===== src/rtl/capture_readout.sv =====
// Capture RAM readout: walks nsmp samples per enabled channel from the first
// pre-trigger address and streams them to the host byte link.
module capture_readout #(
    parameter int RAM_WIDTH = 10,
    parameter int RD_LAT    = 2
) (
    input  logic                 clk,
    input  logic                 rstn,
    input  logic                 read_go,
    input  logic                 rearm,
    input  logic [3:0]           chmask,
    input  logic                 data_ready,
    input  logic [RAM_WIDTH-1:0] trig_addr,
    input  logic [RAM_WIDTH-1:0] triggerpoint,
    input  logic [RAM_WIDTH-1:0] nsmp,
    output logic                 rden,
    output logic [RAM_WIDTH-1:0] rdaddress,
    input  logic [7:0]           ram_q1,
    input  logic [7:0]           ram_q2,
    input  logic [7:0]           ram_q3,
    input  logic [7:0]           ram_q4,
    output logic [7:0]           tx_data,
    output logic                 tx_valid,
    input  logic                 tx_ready,
    output logic                 busy,
    output logic                 read_done,
    output logic                 start_trigger,
    output logic                 ignored_cmd,
    output logic [2:0]           state_dbg
);

    // Byte link: a byte moves in every cycle where tx_valid && tx_ready are both
    // high at the rising clk edge; tx_data/tx_valid stay stable until then.
    typedef enum logic [2:0] {IDLE, SETUP, ADDR, WAIT, SEND, NEXT, DONE} state_t;

    state_t               state, state_next;
    logic [3:0]           mask_q;
    logic [RAM_WIDTH-1:0] nsmp_q;
    logic                 rearm_q;
    logic [RAM_WIDTH-1:0] base;
    logic [RAM_WIDTH-1:0] n;
    logic [1:0]           ch;
    logic [2:0]           wcnt;
    logic [2:0]           first_ch;
    logic [2:0]           next_ch;
    logic                 more;
    logic                 wait_last;
    logic [7:0]           ram_sel;

    // Lowest enabled channel at or above 'from'; bit 2 set means none left.
    function automatic logic [2:0] pick_ch(input logic [3:0] m, input logic [2:0] from);
        pick_ch = 3'b100;
        for (int i = 3; i >= 0; i--) begin
            if (m[i] && (3'(i) >= from)) pick_ch = 3'(i);
        end
    endfunction

    assign first_ch  = pick_ch(chmask, 3'd0);
    assign next_ch   = pick_ch(mask_q, {1'b0, ch} + 3'd1);
    assign more      = ({1'b0, n} + 1'b1) < {1'b0, nsmp_q};
    assign wait_last = (wcnt == 3'(RD_LAT - 1));
    assign rdaddress = base + n;
    assign busy      = (state != IDLE);
    assign state_dbg = state;

    always_comb begin
        ram_sel = ram_q1;
        case (ch)
            2'd0:    ram_sel = ram_q1;
            2'd1:    ram_sel = ram_q2;
            2'd2:    ram_sel = ram_q3;
            default: ram_sel = ram_q4;
        endcase
    end

    always_ff @(posedge clk or negedge rstn) begin
        if (!rstn) state <= IDLE;
        else       state <= state_next;
    end

    always_comb begin
        state_next    = state;
        rden          = 1'b0;
        read_done     = 1'b0;
        start_trigger = 1'b0;
        ignored_cmd   = 1'b0;
        case (state)
            IDLE: begin
                if (read_go) begin
                    if (data_ready) state_next = SETUP;
                    else            ignored_cmd = 1'b1;
                end
            end
            SETUP:   state_next = (mask_q == 4'd0 || nsmp_q == '0) ? DONE : ADDR;
            ADDR: begin
                rden       = 1'b1;
                state_next = WAIT;
            end
            WAIT:    if (wait_last) state_next = SEND;
            SEND:    if (tx_ready) state_next = NEXT;
            NEXT:    state_next = (more || !next_ch[2]) ? ADDR : DONE;
            DONE: begin
                read_done     = 1'b1;
                start_trigger = rearm_q;
                state_next    = IDLE;
            end
            default: state_next = IDLE;
        endcase
    end

    always_ff @(posedge clk or negedge rstn) begin
        if (!rstn) begin
            mask_q   <= '0;
            nsmp_q   <= '0;
            rearm_q  <= 1'b0;
            base     <= '0;
            n        <= '0;
            ch       <= '0;
            wcnt     <= '0;
            tx_data  <= '0;
            tx_valid <= 1'b0;
        end else begin
            case (state)
                IDLE: begin
                    if (read_go && data_ready) begin
                        mask_q  <= chmask;
                        nsmp_q  <= nsmp;
                        rearm_q <= rearm;
                        base    <= trig_addr - triggerpoint;
                        ch      <= first_ch[1:0];
                        n       <= '0;
                    end
                end
                ADDR: wcnt <= '0;
                // The RAM word requested in ADDR is on ram_q in the last WAIT cycle.
                WAIT: begin
                    if (wait_last) begin
                        tx_data  <= ram_sel;
                        tx_valid <= 1'b1;
                    end else begin
                        wcnt <= wcnt + 3'd1;
                    end
                end
                SEND: if (tx_ready) tx_valid <= 1'b0;
                NEXT: begin
                    if (more) begin
                        n <= n + 1'b1;
                    end else if (!next_ch[2]) begin
                        ch <= next_ch[1:0];
                        n  <= '0;
                    end
                end
                default: ;
            endcase
        end
    end

endmodule

===== config.mk =====
export PLATFORM = sky130hd
export DESIGN_NAME = capture_readout
export DESIGN_NICKNAME = d
export VERILOG_FILES = /design/src/rtl/capture_readout.sv
export SDC_FILE = /design/constraint.sdc
export NUM_CORES = 1
export LEC_CHECK = 0
export BUFFER_PORTS_ARGS = -buffer_cell sky130_fd_sc_hd__buf_2
export CAP_MARGIN = 30
export CELL_PAD_IN_SITES_DETAIL_PLACEMENT = 1
export CELL_PAD_IN_SITES_GLOBAL_PLACEMENT = 2
export CORE_UTILIZATION = 35
export CTS_CLUSTER_SIZE = 24
export DETAILED_ROUTE_END_ITERATION = 16
export HOLD_SLACK_MARGIN = 0.06
export PLACE_DENSITY = 0.95
export SYNTH_ARGS = -nofsm -noshare
export SYNTH_HDL_FRONTEND = slang
export SYNTH_SLANG_ARGS = --single-unit

===== constraint.sdc =====
create_clock -name clk -period 5.3 [get_ports clk]
set_input_delay 0.53 -clock clk [delete_from_list [all_inputs] [get_ports clk]]
set_output_delay 0.53 -clock clk [all_outputs]
set_load 0.005 [all_outputs]

# Yosys cells after proc, flatten, opt, wreduce, memory -nomap -nowiden
# Index checks and enable logic that the tools add are counted.
[op_classes]
n_mux = 35
n_addsub = 6
reduce_logical = 23
n_lt_le_gt_ge = 5
n_eq_ne = 18
[ops]
columns = ["cell", "n"]
rows = [
  ["$mux W3", 11],
  ["$mux W10", 3],
  ["$pmux W8 S3", 1],
  ["$pmux W10 S2", 1],
  ["$pmux W3 S6", 1],
  ["$ne A2 B2 Y1 const B", 8],
  ["$mux W2", 7],
  ["$add A10 B1 Y11 const B", 1],
  ["$lt A11 B10 Y1", 1],
  ["$add A10 B1 Y10 const B", 1],
  ["$add A10 B10 Y10", 1],
  ["$logic_not A10 Y1", 1],
  ["$sub A10 B10 Y10", 1],
  ["$eq A3 B3 Y1 const B", 3],
  ["$mux W1", 8],
  ["$reduce_and A4 Y1", 2],
  ["$eq A3 B1 Y1 const B", 2],
  ["$eq A3 B2 Y1 const B", 2],
  ["$ge A1 B3 Y1 const A", 2],
  ["$ge A2 B3 Y1 const A", 2],
  ["$pmux W3 S2", 1],
  ["$reduce_and A2 Y1", 3],
  ["$reduce_and A3 Y1", 2],
  ["$reduce_bool A2 Y1", 3],
  ["14 further kinds", 19],
]
[totals]
inputBits = 72
out_inout_bits = 27
ff_bits = 52
word_cells = 97

# Logic depth before layout (Yosys ltp)
# Gate-level depths: netlist of the first run.
[logic_depth]
word_depth = 11
mapped_depth = 13
ltp_nobuf = 12

# Worst setup path before layout of the first run
# Ideal clock, no wire load.
[synth_path]
kind = "flip-flop to flip-flop"
startpoint = "register n[0]"
endpoint = "register ch[0]"
arrival_time_ps = 2520
slack_ps = 2652
required_time_ps = 5172
setup_time_ps = 128
period_less_slack_ps = 2648
stages_incl_launch_ff = 12
cell_sequence = "dfrtp_1 -> ha_1 -> and4_4 -> nand2_1 -> or2_2 -> nand2_1 -> ha_1 -> nand3_1 -> or4_4 -> nand4_2 -> nand3_1 -> mux2_1"
[synth_between]
elab_chain_len = 4
[synth_rtl]
columns = ["element", "line_no", "source"]
rows = [
  ["start, declared", "41", "logic [RAM_WIDTH-1:0] n;"],
  ["start signal, assigned", "147", "n <= n + 1'b1;"],
  ["$add A10 B1 Y11", "60", "assign more = ({1'b0, n} + 1'b1) < {1'b0, nsmp_q};"],
  ["$lt A11 B10 Y1", "60", ""],
  ["$ne A2 B2 Y1 (no source line)", "-", ""],
  ["$reduce_and A4 Y1 (no source line)", "-", ""],
  ["end signal, assigned", "130", "ch <= first_ch[1:0];"],
  ["end signal, assigned", "149", "ch <= next_ch[1:0];"],
  ["end, declared", "42", "logic [1:0] ch;"],
]
# Every way passes these cells.
# A chain may end at the register's enable or synchronous reset.

# Worst setup path in the final report of the first run
[layout_path]
startpoint = "register n[1]"
endpoint = "output rdaddress[9]"
[layout_between]
elab_chain_len = 1
[layout_rtl]
columns = ["element", "line_no", "source"]
rows = [
  ["$add A10 B10 Y10", "62", "assign rdaddress = base + n;"],
  ["end, declared", "17", "output logic [RAM_WIDTH-1:0] rdaddress,"],
]
# Every way passes these cells.

==> parameters.txt, run 1 <==
Parameter                              Value

Synth
  Number of different library cells in the post-synthesis netlist ... 58
  Number of nets in the synthesized netlist ... approximately 480
  Post-synthesis cell area ... 3640 µm²
  Post-synthesis cell count ... 372
  Synth Warn # ... 0
  Combinational family with the most area after synthesis ... compound AO/OA/AOI/OAI gates
  Number of enable-type register cells in the synthesized netlist ... 0
  Mux contribution to synthesized area ... 0.129
  Parity-gate share of the synthesized area counting xor and xnor cells ... 0.0409
  Async set-or-reset flop fraction in the synthesized netlist ... 1.00
  Mean Syn Cell Area ... 9.78 µm²
  Area fraction in and, or, nand and nor cells after synthesis ... 0.141
  Number of flip-flops and latches in the synthesized netlist ... 52
  Fraction of the mapped netlist area in compound gates ... 0.162
  Share of synthesized cell area in full adder, half adder and majority cells ... 0.114
  Flip-flop cell with the highest count after synthesis ... sky130_fd_sc_hd__dfrtp_1
  Fraction of the yosys area taken by sequential cells ... 0.358

Worst setup path
  Crit Path Class ... register to output pin
  Critical-path maximum fanout ... 6
  Worst Setup End Kind ... output pin
  Critical path arrival ... between 2 and 3 ns
  Worst R2R Setup Slack ... 2.24 ns
  Critical path required time ... 4.77 ns
  Worst reg2reg path depth ... 11
  Type of origin of the critical path ... register
  Worst R2R End ... n[0]
  Startpoint of the lowest-slack register-to-register path ... n[0]

Layout
  Area of all placed cells without fillers ... 4360 µm²
  Net count of the finished layout ... 571
  Number of antenna repair diodes ... 0
  Share of post-route cells with drive strength above 1 ... 0.333
  Area Growth Syn to Fin ... 19.8%
  Final core utilization ... 0.440

STA
  Largest clock skew in the final design ... 0.00970 ns
  Worst max-slew margin expressed relative to the limit ... 0.523
  Final sum of negative setup slack ... 0 ns
  Transition time at the pin with the least slew margin ... 0.697 ns
  Number of setup violations in the final report ... 0
  Final Hold Viols ... 0
  RSZ-0062 raised after global routing ... no
  Min Tclk post-route ... 3.26 ns
  Final count of pins violating max slew ... 0
  Achievable clock frequency ... 307 MHz
  Period utilization ... 0.615

Detailed routing
  First DRT Iteration DRCs ... 84
  Post-Route WL ... 9.08 mm
  Via-per-instance ratio ... 5.16
  DR WL/cell ... 15.1 µm
  First-pass detailed-route iteration total ... 4
  Vias ... 3,102
  Post-route DRC ... 0
  Remaining number of nets flagged by the antenna check after routing ... 0

Clock network
  Sink Count ... 52
  Clock edge transition at the registers on the reported setup and hold paths ... 0.10 ns
  Number of gates resized after cts ... 0
  Root buffer selected by CTS ... sky130_fd_sc_hd__clkbuf_8
  CTS Hold Bufs ... 0
  CTS tree ... done
  Post-CTS setup buffers ... 0
  Clk_lat worst skew ... 0.32 ns
  Maximum buffer depth of the clock tree ... 2
  Number of buffers inserted during clock tree synthesis ... 5
  Number of levels the H-tree was split into ... 2

Flow run
  Number of max-cap violations ... 0

Floorplanning
  Boundary pin count ... 99
  Initial core utilization ... 0.367
  Core area ... 9910 µm²
  Num rows ... 36
  Die area ... 10,800 µm²
  Die height ... around 100 µm
  Horizontal die dimension ... 104 µm

Pwr
  Sequential group share of total power ... 0.389
  Fraction of power consumed by the clock network ... 0.148
  Leak pwr ... between 2 and 2.5 nW
  Portion of total power attributed to combinational logic ... 0.463
  Maximum vdd drop ... 0.000175 V
  Cell-internal power ... 1.16 mW
  Net switching power ... around 0.74 mW
  Switching share of power ... 0.390
  Power Density ... 435 nW/µm²

Global route
  Vias in the first global route ... between 3,000 and 4,000
  First-pass GRT wire length ... 16.0 mm
  Pin count of the biggest net entering global routing ... 53
  Number of antenna violations at the first check in global routing ... 0
  Congestion Overflow GR ... 0
  Total GRT Usage ... 0.179

Placement
  Last weighted congestion value of the routability-driven placer ... 0.778
  DP Wirelength ... 7.34 mm
  Standard cell area after detailed placement ... between 4000 and 5000 µm²
  Quantity of I/O buffers inserted on ports ... 98

Hold path
  Worst hold-check path type ... input pin to async pin

Status
  Result of the run ... completed
## power groups by stage
stage | clock network [mW] | logic (mW) | registers (mW)
after detailed placement | 0 | 0.888 | 0.748
after CTS | 0.290 | 0.896 | 0.742
after global routing | 0.302 | 0.999 | 0.773
after global placement | 0 | 0.850 | 0.734
after floorplan | 0 | 0.658 | 0.664
final | 0.280 | 0.878 | 0.738
## registers in the layout (all words and copies together) (netlist names), 2 cells and up
register,flops
base,10
ch,2
mask_q,4
n,10
nsmp_q,10
state_dbg,3
tx_data,8
wcnt,3
## worst max path at each step
stage                     startpoint           end  slack [ns]  cells past startpoint
after floorplan                 n[0]         ch[0]        2.65                     11
after global placement          n[2]          n[0]        2.42                     11
after detailed placement        n[0]          n[0]        2.27                     11
after CTS                       n[0]  rdaddress[8]        2.00                     10
after global routing            n[1]  rdaddress[9]        1.77                      8
final                           n[1]  rdaddress[9]        2.04                      8
## per-layer routing
metal / share of wire / global-route usage / vias to the layer above / wire length, µm
li1: - / - / 1508 / -
met1: 0.45 / 0.225 / 1523 / 4110
met2: 0.51 / 0.318 / 60 / 4590
met3: 0.029 / 0.0301 / 11 / 262
met4: 0.012 / 0.0449 / 0 / 110
met5: 0 / 0 / - / 0
## Yosys cell counts (4+ instances only)
cell type                   n  area, µm²
sky130_fd_sc_hd__mux2_2    23        259
sky130_fd_sc_hd__buf_2      4       20.0
sky130_fd_sc_hd__ha_1      30        375
sky130_fd_sc_hd__nand2_1   32        120
sky130_fd_sc_hd__a21o_2     4       35.0
sky130_fd_sc_hd__a22o_1     5       43.8
sky130_fd_sc_hd__nor2b_1    5       31.3
sky130_fd_sc_hd__nor2_1    19       71.3
sky130_fd_sc_hd__xor2_1     5       43.8
sky130_fd_sc_hd__o31ai_1    5       37.5
sky130_fd_sc_hd__dfrtp_1   52       1300
sky130_fd_sc_hd__nand2b_1  10       62.6
sky130_fd_sc_hd__mux4_2     8        180
sky130_fd_sc_hd__a21oi_1   20        100
sky130_fd_sc_hd__a21o_1     5       37.5
sky130_fd_sc_hd__nand3_1   10       50.1
sky130_fd_sc_hd__o21a_1     4       30.0
sky130_fd_sc_hd__xnor2_1   12        105
sky130_fd_sc_hd__o21ai_0   23        115
sky130_fd_sc_hd__or2_2      5       31.3
sky130_fd_sc_hd__inv_1     36        135
sky130_fd_sc_hd__nor3_1     4       20.0
## critical path: stages (launching register included)
cell and delay [ns]:
sky130_fd_sc_hd__dfrtp_1 0.46, sky130_fd_sc_hd__ha_1 0.31, sky130_fd_sc_hd__a21oi_1 0.23, sky130_fd_sc_hd__o21ai_0 0.16, sky130_fd_sc_hd__a2111oi_0 0.66, sky130_fd_sc_hd__o31ai_1 0.15, sky130_fd_sc_hd__a21oi_1 0.20, sky130_fd_sc_hd__xnor2_1 0.13
sky130_fd_sc_hd__buf_2 0.13
## cell type report
type,count,area (µm²)
well taps,133,166
clock inverters,3,42.5
multi-input cells,271,2140
fillers,1195,5550
flip-flops and latches,52,1300
repair buffers,100,505
inverters,37,139
clock buffers,5,68.8
## through the flow
stage	std cells	hold WS, ns	total power, mW	worst slack [ns]
2_1_floorplan	372	0.234	1.32	2.65
3_3_place_gp	593	0.477	1.58	2.42
3_5_place_dp	593	0.479	1.64	2.27
4_1_cts	601	0.354	1.93	2.00
5_1_grt	601	0.399	2.07	1.77
6_report	601	0.327	1.90	2.04
## cell usage in the layout (no fill, tap or decap), types with 2 or more instances in the layout
master,synthesis,routed
sky130_fd_sc_hd__o22ai_1,3,3
sky130_fd_sc_hd__nor4_1,3,3
sky130_fd_sc_hd__nand3_1,10,10
sky130_fd_sc_hd__dfrtp_1,52,52
sky130_fd_sc_hd__clkbuf_8,0,5
sky130_fd_sc_hd__mux2i_1,2,2
sky130_fd_sc_hd__nand2_1,32,32
sky130_fd_sc_hd__a21oi_1,20,20
sky130_fd_sc_hd__buf_4,0,2
sky130_fd_sc_hd__buf_2,4,98
sky130_fd_sc_hd__o21ai_0,23,23
sky130_fd_sc_hd__o31ai_1,5,5
sky130_fd_sc_hd__xor2_1,5,5
sky130_fd_sc_hd__nor2_1,19,19
sky130_fd_sc_hd__xnor2_1,12,12
sky130_fd_sc_hd__a31oi_1,2,2
sky130_fd_sc_hd__mux4_2,8,8
sky130_fd_sc_hd__o21a_1,4,4
sky130_fd_sc_hd__inv_1,36,36
sky130_fd_sc_hd__a21o_1,5,5
sky130_fd_sc_hd__mux2_2,23,23
sky130_fd_sc_hd__nor3_1,4,4
sky130_fd_sc_hd__a21o_2,4,4
sky130_fd_sc_hd__or2_2,5,5
sky130_fd_sc_hd__nand2b_1,10,10
sky130_fd_sc_hd__a211oi_1,3,3
sky130_fd_sc_hd__ha_1,30,30
sky130_fd_sc_hd__and2_1,2,2
sky130_fd_sc_hd__nor2b_1,5,5
sky130_fd_sc_hd__fa_1,2,2
sky130_fd_sc_hd__a22o_1,5,5
sky130_fd_sc_hd__and3_1,2,2
## cells by family (layout without fill, tap and decap cells)
family	after synthesis	count (layout)
AOI/OAI and AO/OA	87	87
muxes	34	34
DFF	52	52
adders and majority gates	32	32
and+or+nand+nor	101	101
buffers and inverters	49	145
xor gates and xnor gates	17	17
Power figures use the tool's default switching activity.
==> inputs of run 2 (changes only) <==
ABC_AREA = 1   (was default)
CORE_UTILIZATION = 27   (was 35)
PLACE_DENSITY = 0.89   (was 0.95)
clock period = 2.75 ns   (was 5.3 ns; I/O delays follow)
==> parameters.txt, run 2 <==
Parameter                              Value

Global route
  First-pass GRT wire length ... 17.5 mm (+9.5%)
  Total GRT Usage ... 0.155 (-0.0241)
  Vias in the first global route ... 3,758 (+12%)
  Congestion Overflow GR ... 0 (unchanged)
  Pin count of the biggest net entering global routing ... 31 (-42%)
  Number of antenna violations at the first check in global routing ... 0 (unchanged)

Synth
  Number of different library cells in the post-synthesis netlist ... 39 (-33%)
  Number of nets in the synthesized netlist ... 593 (+25%)
  Mean Syn Cell Area ... 7.49 µm² (-23%)
  Flip-flop cell with the highest count after synthesis ... sky130_fd_sc_hd__dfrtp_1
  Synth top cells by count ... sky130_fd_sc_hd__nand2_1 (150), sky130_fd_sc_hd__inv_1 (58), sky130_fd_sc_hd__dfrtp_1 (52)
  Number of enable-type register cells in the synthesized netlist ... 0 (unchanged)
  Proportion of netlist area held by the largest area contributor ... 0.355 (-0.00244)
  Number of flip-flops and latches in the synthesized netlist ... 52 (unchanged)
  Synth Warn # ... 0 (unchanged)
  Biggest area contributors in the synthesized netlist ... sky130_fd_sc_hd__dfrtp_1 (36%), sky130_fd_sc_hd__nand2_1 (15%), sky130_fd_sc_hd__ha_1 (10%)
  Async set-or-reset flop fraction in the synthesized netlist ... 1.00 (unchanged)
  Library cell with the largest summed area after synthesis ... sky130_fd_sc_hd__dfrtp_1
  Post-synthesis cell count ... 489 (+31%)
  Post-synthesis cell area ... 3660 µm² (+0.69%)
  Fraction of the yosys area taken by sequential cells ... 0.355 (-0.00244)
  Most frequent cell after synthesis ... sky130_fd_sc_hd__nand2_1

Layout
  Most common library cell in the layout ignoring fill and taps ... sky130_fd_sc_hd__nand2_1
  Area Growth Syn to Fin ... 25.1%
  Final Non-Filler Cells ... 773 (+29%)
  Share of post-route cells with drive strength above 1 ... 0.240 (-0.0938)
  Number of antenna repair diodes ... 0 (unchanged)
  Net count of the finished layout ... 700 (+23%)
  Biggest registers after layout ... base (10), n (10), nsmp_q (10)
  Most frequent cells in the layout ... sky130_fd_sc_hd__nand2_1 (150), sky130_fd_sc_hd__buf_2 (98), sky130_fd_sc_hd__inv_1 (58), sky130_fd_sc_hd__dfrtp_1 (51), sky130_fd_sc_hd__o21ai_0 (34)

STA
  Transition time at the pin with the least slew margin ... 0.544 ns (-0.153 ns)
  Final Hold Viols ... 0 (unchanged)
  Final count of pins violating max slew ... 0 (unchanged)
  Number of setup violations in the final report ... 0 (unchanged)
  Final sum of negative setup slack ... 0 ns (unchanged)
  Worst max-slew margin expressed relative to the limit ... 0.636 (+0.113)
  Worst hold slack ... 0.170 ns (-0.157 ns)
  Min Tclk post-route ... approximately 2.5 ns
  Achievable clock frequency ... 393 MHz
  Period utilization ... 0.926
  Largest clock skew in the final design ... 0.00975 ns (+0.0000485 ns)
  RSZ-0062 raised after global routing ... no

Clock network
  Number of levels the H-tree was split into ... 2 (unchanged)
  Maximum buffer depth of the clock tree ... 2 (unchanged)
  Number of buffers inserted during clock tree synthesis ... 5 (unchanged)
  CTS tree ... done
  Clock edge transition at the registers on the reported setup and hold paths ... 0.07 ns (-0.03 ns)
  Sink Count ... 52 (unchanged)
  Clk_lat worst skew ... 0.30 ns (-0.02 ns)
  Root buffer selected by CTS ... sky130_fd_sc_hd__clkbuf_16

Placement
  Last weighted congestion value of the routability-driven placer ... 0.833 (+7.1%)
  Post-placement cell count ... 761 (+28%)
  DP Wirelength ... 8.47 mm (+15%)
  Quantity of I/O buffers inserted on ports ... 98 (unchanged)

Detailed routing
  First DRT Iteration DRCs ... 122 (+45%)
  Post-Route WL ... 10.4 mm (+15%)
  Post-route DRC ... 0 (unchanged)
  Via-per-instance ratio ... 4.61 (-11%)
  First-pass detailed-route iteration total ... 4 (unchanged)
  DR WL/cell ... 13.5 µm (-11%)
  Vias ... 3,563 (+15%)
  Remaining number of nets flagged by the antenna check after routing ... 0 (unchanged)

Worst setup path
  Worst reg2reg path depth ... 14 (+3)
  Start point of the critical path ... n[0]
  Startpoint of the lowest-slack register-to-register path ... n[1]
  Worst Setup End Kind ... output pin
  Critical path arrival ... 2.27 ns (-0.46 ns)
  Crit Path Class ... register to output pin
  Critical path required time ... 2.48 ns (-2.29 ns)
  Type of origin of the critical path ... register
  Critical-path maximum fanout ... 6 (unchanged)

Hold path
  Worst hold stages ... 3
  Worst hold-check path type ... input pin to register
  Startpoint of the worst hold path ... rearm

Pwr
  Fraction of power consumed by the clock network ... 0.160 (+0.012)
  Power Density ... 972 nW/µm² (+120%)
  Cell-internal power ... 2.48 mW (+110%)
  Maximum vdd drop ... 0.000293 V (+67%)
  Net switching power ... 1.98 mW (+170%)
  Sequential group share of total power ... 0.318 (-0.071)
  Switching share of power ... 0.444 (+0.0536)
  Leak pwr ... 2.48 nW (+13%)
  Portion of total power attributed to combinational logic ... 0.521 (+0.058)

Floorplanning
  Die area ... 14,000 µm² (+30%)
  Core area ... 13,200 µm² (+34%)
  Horizontal die dimension ... 119 µm (+14%)
  Die height ... 119 µm (+14%)
  Boundary pin count ... 99 (unchanged)
  Initial core utilization ... 0.277 (-0.0906)
  Num rows ... 42 (+17%)

Status
  Result of the run ... completed

Flow run
  Number of max-cap violations ... 0 (unchanged)
## run 2: cell count changes after synthesis, moves of 8 or more
cell and change:
sky130_fd_sc_hd__mux2_2 -23, sky130_fd_sc_hd__nor2_1 +12, sky130_fd_sc_hd__nand2b_1 -10, sky130_fd_sc_hd__nand2_1 +118, sky130_fd_sc_hd__inv_1 +22, sky130_fd_sc_hd__nand2_2 +9
sky130_fd_sc_hd__nand3_1 +8, sky130_fd_sc_hd__xor2_1 +9, sky130_fd_sc_hd__o21ai_0 +12, sky130_fd_sc_hd__mux4_2 -8
## run 2: final cells by class
class                           count  area, µm²
Fill cell                        1688       8660
Multi-Input combinational cell    368       2110
Sequential cell                    52       1300
Timing Repair Buffer              104        538
Inverter                           64        240
Tap cell                          176        220
Clock buffer                        5        125
Clock inverter                      3       42.5
Timing Repair inverter              1       7.51
## run 2: power by group through the flow
| stage | logic, mW | registers [mW] | clock network [mW] |
|---|---|---|---|
| 2_1_floorplan | 1.54 | 1.35 | 0 |
| 3_3_place_gp | 2.21 | 1.41 | 0 |
| 3_5_place_dp | 2.32 | 1.43 | 0 |
| 4_1_cts | 2.34 | 1.42 | 0.729 |
| 5_1_grt | 2.67 | 1.48 | 0.758 |
| 6_report | 2.32 | 1.42 | 0.715 |
## run 2: path summary, 6_finish.rpt
kind,to,slack [ns]
worst max register to register,n[2],0.23
worst min-delay path,rearm_q,0.17
min in group asynchronous,tx_data[6],0.49
worst min register to register,tx_data[1],0.48
worst max-delay path,rdaddress[8],0.20
max in group asynchronous,n[0],1.46
## run 2: timing repair
| item | 4_1_cts | 5_1_grt |
|---|---|---|
| setup buffers | 1 | 1 |
| pin swaps | 1 | 0 |
| endpoints found under the hold margin | 22 | 0 |
| gates cloned | 1 | 0 |
| hold buffers | 1 | 0 |
| resized for setup | 1 | 7 |
| endpoints found under the setup margin | 3 | 15 |
## run 2: cells by family (layout without fill, tap and decap cells)
logic type	Yosys count	after routing	share of synthesized area
AOI/OAI and AO/OA	82	82	0.130
xor gates and xnor gates	24	24	0.0574
adders and majority gates	32	32	0.113
buffers and inverters	69	177	0.0751
DFF	52	52	0.355
and+or+nand+nor	230	230	0.269
## run 2: worst max-delay path: stages, from the launching register on
cell and delay [ns]:
sky130_fd_sc_hd__dfrtp_2 0.43, sky130_fd_sc_hd__ha_1 0.22, sky130_fd_sc_hd__inv_1 0.09, sky130_fd_sc_hd__fa_1 0.40, sky130_fd_sc_hd__o21ai_1 0.27, sky130_fd_sc_hd__nand4_1 0.11, sky130_fd_sc_hd__o211ai_1 0.13, sky130_fd_sc_hd__xor2_1 0.19
sky130_fd_sc_hd__buf_2 0.14
## run 2: per-stage QoR
stage                      util  total power, mW  setup slack [ns]  instance area, µm²
final                     0.346             4.46             0.202                4590
after floorplan               -             2.89             0.545                3660
after global placement    0.329             3.62             0.326                4360
after global routing      0.346             4.90           0.00998                4590
after detailed placement  0.329             3.74            0.0151                4360
after CTS                 0.344             4.49           0.00840                4560
## run 2: metal layers
layer | vias to the layer above | GRT usage | part of all wire
met5 | - | 0 | 0
met4 | 0 | 0.0483 | 0.015
met3 | 10 | 0.0270 | 0.032
met2 | 53 | 0.281 | 0.52
met1 | 1698 | 0.185 | 0.43
li1 | 1802 | - | -
